[src/rtl/if_id_skid_reg.sv]
// if_id_skid_reg: IF->ID stage register with a 2-entry skid buffer,
// hold/flush control and a saturating count of flushed entries.
module if_id_skid_reg #(
    parameter int INST_W = 32,
    parameter int ADDR_W = 32,
    parameter int SIDE_W = 2,
    parameter logic [INST_W-1:0] NOP_INST = INST_W'(32'h0000_0013),
    parameter logic [ADDR_W-1:0] RESET_ADDR = ADDR_W'(32'h0000_0000),
    parameter int CNT_W = 16
) (
    input  logic              clk_100MHz,
    input  logic              srst,
    input  logic              in_valid_i,
    output logic              in_ready_o,
    input  logic [INST_W-1:0] in_inst_i,
    input  logic [ADDR_W-1:0] in_addr_i,
    input  logic [SIDE_W-1:0] in_side_i,
    output logic              out_valid_o,
    input  logic              out_ready_i,
    output logic [INST_W-1:0] out_inst_o,
    output logic [ADDR_W-1:0] out_addr_o,
    output logic [SIDE_W-1:0] out_side_o,
    input  logic              hold_i,
    input  logic              flush_i,
    output logic [CNT_W-1:0]  flush_cnt_o
);

    typedef struct packed {
        logic [INST_W-1:0] inst;
        logic [ADDR_W-1:0] addr;
        logic [SIDE_W-1:0] side;
    } if_id_t;

    typedef enum logic [1:0] {
        EMPTY = 2'd0,
        ONE   = 2'd1,
        FULL  = 2'd2
    } state_e;

    localparam logic [CNT_W-1:0] CNT_MAX = {CNT_W{1'b1}};

    state_e           state_q;
    state_e           state_d;
    if_id_t           main_q;
    if_id_t           main_d;
    if_id_t           skid_q;
    if_id_t           skid_d;
    if_id_t           in_beat;
    logic [CNT_W-1:0] cnt_q;
    logic [CNT_W-1:0] cnt_d;
    logic [CNT_W+1:0] cnt_sum;
    logic [1:0]       occ;
    logic             push;
    logic             pop;

    assign in_beat = {in_inst_i, in_addr_i, in_side_i};

    assign in_ready_o  = (state_q != FULL) && !hold_i && !flush_i;
    assign out_valid_o = (state_q != EMPTY) && !hold_i && !flush_i;

    assign push = in_valid_i && in_ready_o;
    assign pop  = out_valid_o && out_ready_i;

    assign out_inst_o = out_valid_o ? main_q.inst : NOP_INST;
    assign out_addr_o = out_valid_o ? main_q.addr : RESET_ADDR;
    assign out_side_o = out_valid_o ? main_q.side : '0;

    assign flush_cnt_o = cnt_q;

    always_comb begin
        occ = 2'd0;
        case (state_q)
            ONE:     occ = 2'd1;
            FULL:    occ = 2'd2;
            default: occ = 2'd0;
        endcase
    end

    // Widened sum so the saturation compare never sees a wrapped value
    assign cnt_sum = {2'b00, cnt_q} + {{CNT_W{1'b0}}, occ};

    always_comb begin
        cnt_d = cnt_q;
        if (cnt_sum > {2'b00, CNT_MAX})
            cnt_d = CNT_MAX;
        else
            cnt_d = cnt_sum[CNT_W-1:0];
    end

    always_comb begin
        state_d = state_q;
        main_d  = main_q;
        skid_d  = skid_q;
        if (flush_i) begin
            state_d = EMPTY;
        end else begin
            case (state_q)
                EMPTY: begin
                    if (push) begin
                        state_d = ONE;
                        main_d  = in_beat;
                    end
                end
                ONE: begin
                    case ({push, pop})
                        2'b11: main_d = in_beat;
                        2'b10: begin
                            state_d = FULL;
                            skid_d  = in_beat;
                        end
                        2'b01: state_d = EMPTY;
                        default: state_d = ONE;
                    endcase
                end
                FULL: begin
                    if (pop) begin
                        state_d = ONE;
                        main_d  = skid_q;
                    end
                end
                default: state_d = EMPTY;
            endcase
        end
    end

    always_ff @(posedge clk_100MHz) begin
        if (srst) begin
            state_q <= EMPTY;
            cnt_q   <= '0;
        end else begin
            state_q <= state_d;
            if (flush_i)
                cnt_q <= cnt_d;
        end
    end

    // Payload needs no reset: it is only visible behind a valid state
    always_ff @(posedge clk_100MHz) begin
        main_q <= main_d;
        skid_q <= skid_d;
    end

endmodule

[config.mk]
export PLATFORM = sky130hd
export DESIGN_NAME = if_id_skid_reg
export DESIGN_NICKNAME = d
export VERILOG_FILES = /design/src/rtl/if_id_skid_reg.sv
export SDC_FILE = /design/constraint.sdc
export NUM_CORES = 1
export LEC_CHECK = 0
export BUFFER_PORTS_ARGS = -buffer_cell sky130_fd_sc_hd__buf_2
export CAP_MARGIN = 10
export CORE_MARGIN = 4
export CORE_UTILIZATION = 53
export DETAILED_ROUTE_END_ITERATION = 16
export GPL_TIMING_DRIVEN = 0
export PLACE_DENSITY = 0.8
export SLEW_MARGIN = 25
export SYNTH_ARGS = -nofsm -noshare
export SYNTH_HDL_FRONTEND = slang
export SYNTH_SLANG_ARGS = --single-unit
[constraint.sdc]
create_clock -name clk_100MHz -period 9.6 [get_ports clk_100MHz]
set_input_delay 0.48 -clock clk_100MHz [delete_from_list [all_inputs] [get_ports clk_100MHz]]
set_output_delay 0.48 -clock clk_100MHz [all_outputs]
set_load 0.02 [all_outputs]
==> metrics.csv, run 1 <==
stage,metric,value,unit
worst_setup_path,slowest CP cell,clkbuf_1,
clock_network,clk_lat worst skew,0.42,ns
clock_network,htree depth,4,
timing,final worst path period need,2.97,ns
worst_setup_path,critical path launch point,flush_i,
finish,"commonest non-fill, non-tap cell in the layout",buf_2,
grt,Total GRT Usage,0.206,
hold_path,WHS Path Cells,1,
worst_setup_path,Stages on worst setup path,13,
placement,placed cell area,7350,sq um
grt,first-pass GRT wire length,20800,um
route,first drt pass iteration count,5,
placement,gpl congestion,0.814,
worst_setup_path,Worst path top cell family by delay,buffers and inverters,
die,core area,11500,sq um
worst_setup_path,most frequent CP cell,buf_6,
finish,design area,7950,sq um
worst_setup_path,Worst R2R Setup Slack,6.67,ns
finish,layout cells sized above 1,0.459,
worst_setup_path,"critical path fanouts, max",13,
finish,# fillers,794,
timing,worst slew pin tran,0.593,ns
hold_path,hold path start,in_inst_i[0],
worst_setup_path,FF-to-FF Start,state_q[0],
yosys,"Seq/Total Area, Yosys",0.693,
power_and_ir_drop,leakage,3.15,nW
die,full die area,13600,sq um
worst_setup_path,critical path data required time,9.73,ns
die,# IOs,156,
grt,grt ovf,0,
finish,Finished Layout Cells,742,
grt,initial antenna violation count,0,
route,vias per cell,5.42,
grt,pin count of the biggest net entering global routing,23,
yosys,Syn Inst Count,404,
timing,final worst setup slack,6.63,ns
finish,P&R area growth vs syn,27.5,%
yosys,post-synthesis area per instance,15.4,sq um
placement,Placed Cells incl. Taps,710,
finish,"commonest cells after routing, fill and taps aside","buf_2, edfxtp_1, mux2_2",
power_and_ir_drop,Max VDD drop,154,uV
clock_network,# resized after CTS,0,
timing,RSZ-0062 raised after global routing,false,
route,DRC Markers,0,
route,final wirelength,13400,um
finish,Util after Layout,0.693,
clock_network,CTS tree,done,
hold_path,WHS Endpoint,skid_q[34],
status,status,"finished, final reports clean",
die,row count,39,
clock_network,hold-fix buffers at CTS,0,
clock_network,Post-CTS Setup Inserts,0,
worst_setup_path,"Cell Chain, Critical Path",buf_2 > nor2_1 > o21a_1 > clkbuf_1 > nand2_1 > inv_1 > ha_1 > a2bb2oi_1 > a211oi_4 > buf_6 > buf_6 > buf_6 > buf_6,
clock_network,CTS Root Cell,clkbuf_16,
worst_setup_path,worst path bufs/invs,7,
finish,ANT cells,0,
yosys,Post-Syn Nets,481,
worst_setup_path,startpoint types,input pin,
timing,Slew HR,0.605,
grt,vias in the first global route,4182,
worst_setup_path,crit path capture type,register,
hold_path,Hold Crit Class,input pin to register,
clock_network,Clock transition at path regs,0.06,ns
worst_setup_path,Worst Path Arrival,3.11,ns
worst_setup_path,r2r worst-path depth,11,
timing,Max Clk Rate,336,MHz
run,Max Cap Viol,0,
route,Via Count,4018,
worst_setup_path,max incr delay on CP,0.38,ns
placement,Post-DP HPWL,9380,um
placement,# port buffers,154,
die,Die Y,116,um
timing,final setup fails,0,
yosys,register bit total from synthesis,150,
worst_setup_path,kind of critical path,input pin to register,
clock_network,Num CTS Buffers,17,
die,chip width,116,um
placement,Placement Setup Slack,6.15,ns
yosys,Mapped Area,6240,sq um
clock_network,total clock sinks,150,
finish,Nets,663,
power_and_ir_drop,Pwr Density,182,nW/um^2
timing,WHS,0.241,ns
clock_network,clock buffer depth,2,
route,DRT antenna net count,0,
timing,clk_skew,0.0102,ns
route,Iter 0 DRT Violations,213,
timing,Fin. Hold Viols,0,
timing,period utilization,0.310,
yosys,Synth Warn #,0,
worst_setup_path,worst reg2reg endpoint,main_q[46],
route,average wire per standard cell,18.0,um
yosys,"Distinct cells, synth",38,
die,Initial Util,0.544,
timing,Pins Over Slew Limit,0,
[sequential cells by signal, summed over array words and instances, names as in the netlist]
name,flops
skid_q,66
state_q,2
main_q,66
flush_cnt_o,16
[worst reg2reg max path: stages, from the launching register on]
cell and delay, ns:
dfxtp_1 0.42, o21a_1 0.28, clkbuf_1 0.38, nand2_1 0.14
inv_1 0.08, ha_1 0.19, a2bb2oi_1 0.11, a211oi_4 0.31
buf_6 0.22, buf_6 0.19, buf_6 0.17, buf_6 0.16
[cell families (layout without fill, tap and decap cells)]
family	count (synthesis)	after routing	synth area share
simple gates	135	135	0.131
buf+inv	23	218	0.0167
mux	67	67	0.121
fa+ha+maj	5	5	0.0112
compound gates	24	24	0.0271
flops	150	150	0.693
[stage by stage]
step                      total power, mW  TNS [ns]
after floorplan                     0.762         0
after global placement              0.786    -30.01
after detailed placement            0.790         0
after CTS                            1.46         0
after global routing                 1.50         0
final                                1.45         0
[final cells by class]
cell class / instances / area [sq um] / share of cell area
tap: 143 / 179 / 0.0225
multi-input combinational: 231 / 1830 / 0.230
inverter: 4 / 15.0 / 0.00189
timing repair buffer: 163 / 913 / 0.115
buffer: 19 / 88.8 / 0.0112
clock buffer: 17 / 425 / 0.0535
clock inverter: 15 / 178 / 0.0223
sequential: 150 / 4320 / 0.544
[power by group]
group          internal (mW)  leakage, nW  switching [mW]
clock                  0.410        0.284           0.263
combinational         0.0272         1.52          0.0269
sequential             0.720         1.34         0.00240
total                   1.16         3.15           0.293
[cells in the mapped netlist]
cell type | n | area [sq um]
dfxtp_1 | 18 | 360
a41oi_1 | 2 | 17.5
nor2_1 | 16 | 60.1
a2bb2oi_1 | 2 | 17.5
fa_1 | 1 | 20.0
nor3b_1 | 1 | 7.51
buf_6 | 1 | 11.3
a31oi_1 | 2 | 12.5
a211o_1 | 1 | 8.76
nor4_4 | 1 | 21.3
nor4_1 | 5 | 31.3
o21a_1 | 1 | 7.51
nand4_1 | 2 | 12.5
edfxtp_1 | 132 | 3960
o21ai_1 | 1 | 5.00
mux2_2 | 66 | 743
a21oi_1 | 7 | 35.0
nand2b_1 | 3 | 18.8
a211oi_1 | 7 | 52.6
mux2i_1 | 1 | 10.0
and2_1 | 65 | 407
and3_1 | 2 | 12.5
nor4bb_1 | 1 | 10.0
inv_1 | 4 | 15.0
clkbuf_1 | 9 | 33.8
ha_1 | 4 | 50.1
buf_2 | 8 | 40.0
nor4_2 | 1 | 12.5
nor2b_1 | 3 | 18.8
and3b_1 | 2 | 17.5
a211oi_2 | 1 | 12.5
nand2_1 | 7 | 26.3
nor3_1 | 14 | 70.1
nand4_4 | 1 | 21.3
nand3_1 | 8 | 40.0
and4b_1 | 2 | 20.0
buf_1 | 1 | 3.75
and4_1 | 1 | 8.76
[worst max path at each step]
stage,endpoint,slack (ns)
after floorplan,main_q[0],2.46
after global placement,main_q[10],-0.46
after detailed placement,main_q[46],6.15
after CTS,main_q[46],6.60
after global routing,main_q[46],6.41
final,main_q[46],6.63
[metal layers]
metal	vias to the layer above	wire length (um)	GRT usage
met2	140	6740	0.339
met4	0	293	0.0959
li1	1884	-	-
met3	26	1190	0.0896
met5	-	0	0
met1	1968	5140	0.232
No activity file was read; power rests on OpenSTA's default activity.
==> run 2, diff against run 1 <==
ABC_AREA = 1   (was default)
CORE_UTILIZATION = 54   (was 53)
clock period = 2.8 ns   (was 9.6 ns; I/O delays follow)
==> run 2 against run 1 <==
Synthesized cell count is 67% higher. Cell count grew 45%. Sequential share of layout area fell by 5.6 points. Die area grew 3.0%. Synthesized area up 5.2%. Flip-flop and latch count stayed put. Register-to-register slack lost 6.3 ns. Worst hold slack got worse by 0.16 ns. Sequential power grew to 3.5 times the previous value.
==> metrics.csv, run 2 <==
stage,metric,value,unit,change
die,row count,39,,unchanged
grt,vias in the first global route,5718,,was 4182
worst_setup_path,FF-to-FF Start,state_q[0],,unchanged
grt,initial antenna violation count,0,,unchanged
yosys,Area contributors post-synth,"edfxtp_1, nand2_1, dfxtp_1, nor2_1, inv_1",,"was edfxtp_1, mux2_2, and2_1, dfxtp_1, nor3_1"
timing,final worst setup slack,0.340,ns,was 6.63 ns
route,DRT antenna net count,0,,unchanged
worst_setup_path,r2r worst-path depth,7,,was 11
clock_network,htree depth,4,,unchanged
timing,Slew HR,0.564,,was 0.605
finish,design area,8870,sq um,was 7950 sq um
worst_setup_path,"critical path fanouts, max",16,,was 13
clock_network,CTS Root Cell,clkbuf_16,,unchanged
yosys,most frequent cell after synthesis,nand2_1,,was edfxtp_1
timing,clk_skew,0.00428,ns,was 0.0102 ns
route,vias per cell,5.07,,was 5.42
worst_setup_path,Worst Path Arrival,2.53,ns,was 3.11 ns
yosys,register bit total from synthesis,150,,unchanged
placement,gpl congestion,0.935,,was 0.814
grt,Total GRT Usage,0.251,,was 0.206
placement,placed cell area,7590,sq um,was 7350 sq um
yosys,post-synthesis async set-or-reset flop share,0,,unchanged
worst_setup_path,startpoint types,register,,was input pin
yosys,"Distinct cells, synth",30,,was 38
timing,Fin. Hold Viols,0,,unchanged
placement,# port buffers,155,,was 154
timing,WHS,0.0796,ns,was 0.241 ns
clock_network,clock buffer depth,2,,unchanged
route,Iter 0 DRT Violations,426,,was 213
yosys,post-synthesis area per instance,9.71,sq um,was 15.4 sq um
timing,worst slew pin tran,0.654,ns,was 0.593 ns
timing,setup TNS,0,ns,unchanged
yosys,Mapped Area,6560,sq um,was 6240 sq um
power_and_ir_drop,total power,5.11,mW,was 1.45 mW
placement,Placement Setup Slack,0.00817,ns,was 6.15 ns
placement,Placed Cells incl. Taps,976,,was 710
grt,first-pass GRT wire length,27800,um,was 20800 um
die,full die area,14000,sq um,was 13600 sq um
status,status,"finished, final reports clean",,unchanged
yosys,post-synth top area cell,edfxtp_1,,unchanged
power_and_ir_drop,leakage,4.19,nW,was 3.15 nW
die,Die Y,118,um,was 116 um
yosys,area share of the largest cell type after synthesis,0.604,,was 0.636
clock_network,clk_lat worst skew,0.42,ns,about the same
worst_setup_path,crit path capture type,register,,unchanged
yosys,Synth top cells by count,"nand2_1, edfxtp_1, nor2_1",,"was edfxtp_1, mux2_2, and2_1"
worst_setup_path,critical path data required time,2.87,ns,was 9.73 ns
worst_setup_path,worst setup path end,main_q[22],,was main_q[46]
worst_setup_path,kind of critical path,register to register,,was input pin to register
run,Max Cap Viol,0,,unchanged
route,first drt pass iteration count,5,,unchanged
yosys,Post-Syn Nets,752,,was 481
timing,period utilization,0.879,,
die,# IOs,156,,unchanged
clock_network,Clock transition at path regs,0.06,ns,about the same
yosys,Syn Inst Count,675,,was 404
yosys,"Seq/Total Area, Yosys",0.659,,was 0.693
route,Via Count,5469,,was 4018
timing,Pins Over Slew Limit,0,,unchanged
worst_setup_path,Worst R2R Setup Slack,0.34,ns,was 6.67 ns
finish,Finished Layout Cells,1078,,was 742
hold_path,Hold Crit Class,input pin to register,,unchanged
power_and_ir_drop,Pwr Density,576,nW/um^2,was 182 nW/um^2
yosys,Most used DFF post-synth,edfxtp_1,,unchanged
finish,Nets,999,,was 663
clock_network,CTS tree,done,,unchanged
clock_network,total clock sinks,150,,unchanged
grt,pin count of the biggest net entering global routing,36,,was 23
finish,P&R area growth vs syn,35.3,%,was 27.5%
die,chip width,118,um,was 116 um
power_and_ir_drop,Max VDD drop,537,uV,was 154 uV
route,DRC Markers,0,,unchanged
timing,final worst path period need,2.46,ns,
finish,"commonest cells after routing, fill and taps aside","nand2_1, buf_2, edfxtp_1",,"was buf_2, edfxtp_1, mux2_2"
worst_setup_path,worst reg2reg endpoint,main_q[22],,was main_q[46]
finish,Util after Layout,0.761,,was 0.693
yosys,Synth Warn #,0,,unchanged
clock_network,Num CTS Buffers,17,,unchanged
finish,ANT cells,0,,unchanged
finish,"commonest non-fill, non-tap cell in the layout",nand2_1,,was buf_2
worst_setup_path,critical path launch point,state_q[0],,was flush_i
grt,grt ovf,0,,unchanged
die,core area,11700,sq um,was 11500 sq um
timing,Max Clk Rate,407,MHz,
timing,RSZ-0062 raised after global routing,false,,unchanged
yosys,number of synthesized flops with an enable pin,132,,unchanged
placement,Post-DP HPWL,10500,um,was 9380 um
timing,final setup fails,0,,unchanged
die,Initial Util,0.562,,was 0.544
route,average wire per standard cell,16.0,um,was 18.0 um
route,final wirelength,17300,um,was 13400 um
finish,layout cells sized above 1,0.237,,was 0.459
run 2: worst min-delay path by stage:
stage	cells after the start	end	startpoint	slack, ns
5_1_grt	4	flush_cnt_o[10]	srst	0.09
6_report	4	flush_cnt_o[10]	srst	0.08
2_1_floorplan	0	skid_q[0]	in_side_i[0]	0.24
3_3_place_gp	1	skid_q[25]	in_addr_i[23]	0.33
3_5_place_dp	1	skid_q[37]	in_inst_i[3]	0.33
4_1_cts	4	flush_cnt_o[10]	srst	0.06
run 2: cell families (layout without fill, tap and decap cells):
| family | count (synthesis) | count (layout) | share of synthesized area |
|---|---|---|---|
| xor+xnor | 7 | 7 | 0.00935 |
| compound gates | 32 | 32 | 0.0261 |
| fa+ha+maj | 5 | 5 | 0.0107 |
| buf+inv | 116 | 374 | 0.0702 |
| simple gates | 365 | 367 | 0.224 |
| flops | 150 | 150 | 0.659 |
run 2: report_power, final:
part	switching, mW	internal (mW)	leakage (nW)
combinational	0.177	0.161	2.57
sequential	0.0295	2.48	1.34
clock	0.880	1.39	0.281
total	1.09	4.03	4.19
run 2: what timing repair did:
| action | CTS | global route |
|---|---|---|
| hold endpoints to repair | 96 | 0 |
| cloned | 1 | 1 |
| buffers inserted | 0 | 2 |
| resized for setup | 0 | 2 |
| setup endpoints to repair | 20 | 70 |
| pin swaps | 1 | 2 |
| hold buffers | 66 | 0 |
run 2: critical path: stages (launching register included):
cell	delay, ns
dfxtp_1	0.41
nor2_2	0.14
buf_2	0.23
nor3_1	0.30
ha_1	0.24
nand2_1	0.06
a21oi_1	0.22
and3_2	0.51
run 2: routing by layer:
metal  vias up  global-route usage  wire length [um]
met4         0               0.111               506
met3        42              0.0559              1000
li1       2633                   -                 -
met5         -                   0                 0
met2       244               0.449              9050
met1      2550               0.290              6710
run 2: layout make-up:
type / count / area, sq um
Tap cell: 143 / 179
Buffer: 26 / 124
Clock buffer: 17 / 425
Fill cell: 772 / 2790
Multi-Input combinational cell: 411 / 1800
Inverter: 90 / 338
Sequential cell: 150 / 4320
Clock inverter: 15 / 161
Timing Repair Buffer: 226 / 1520
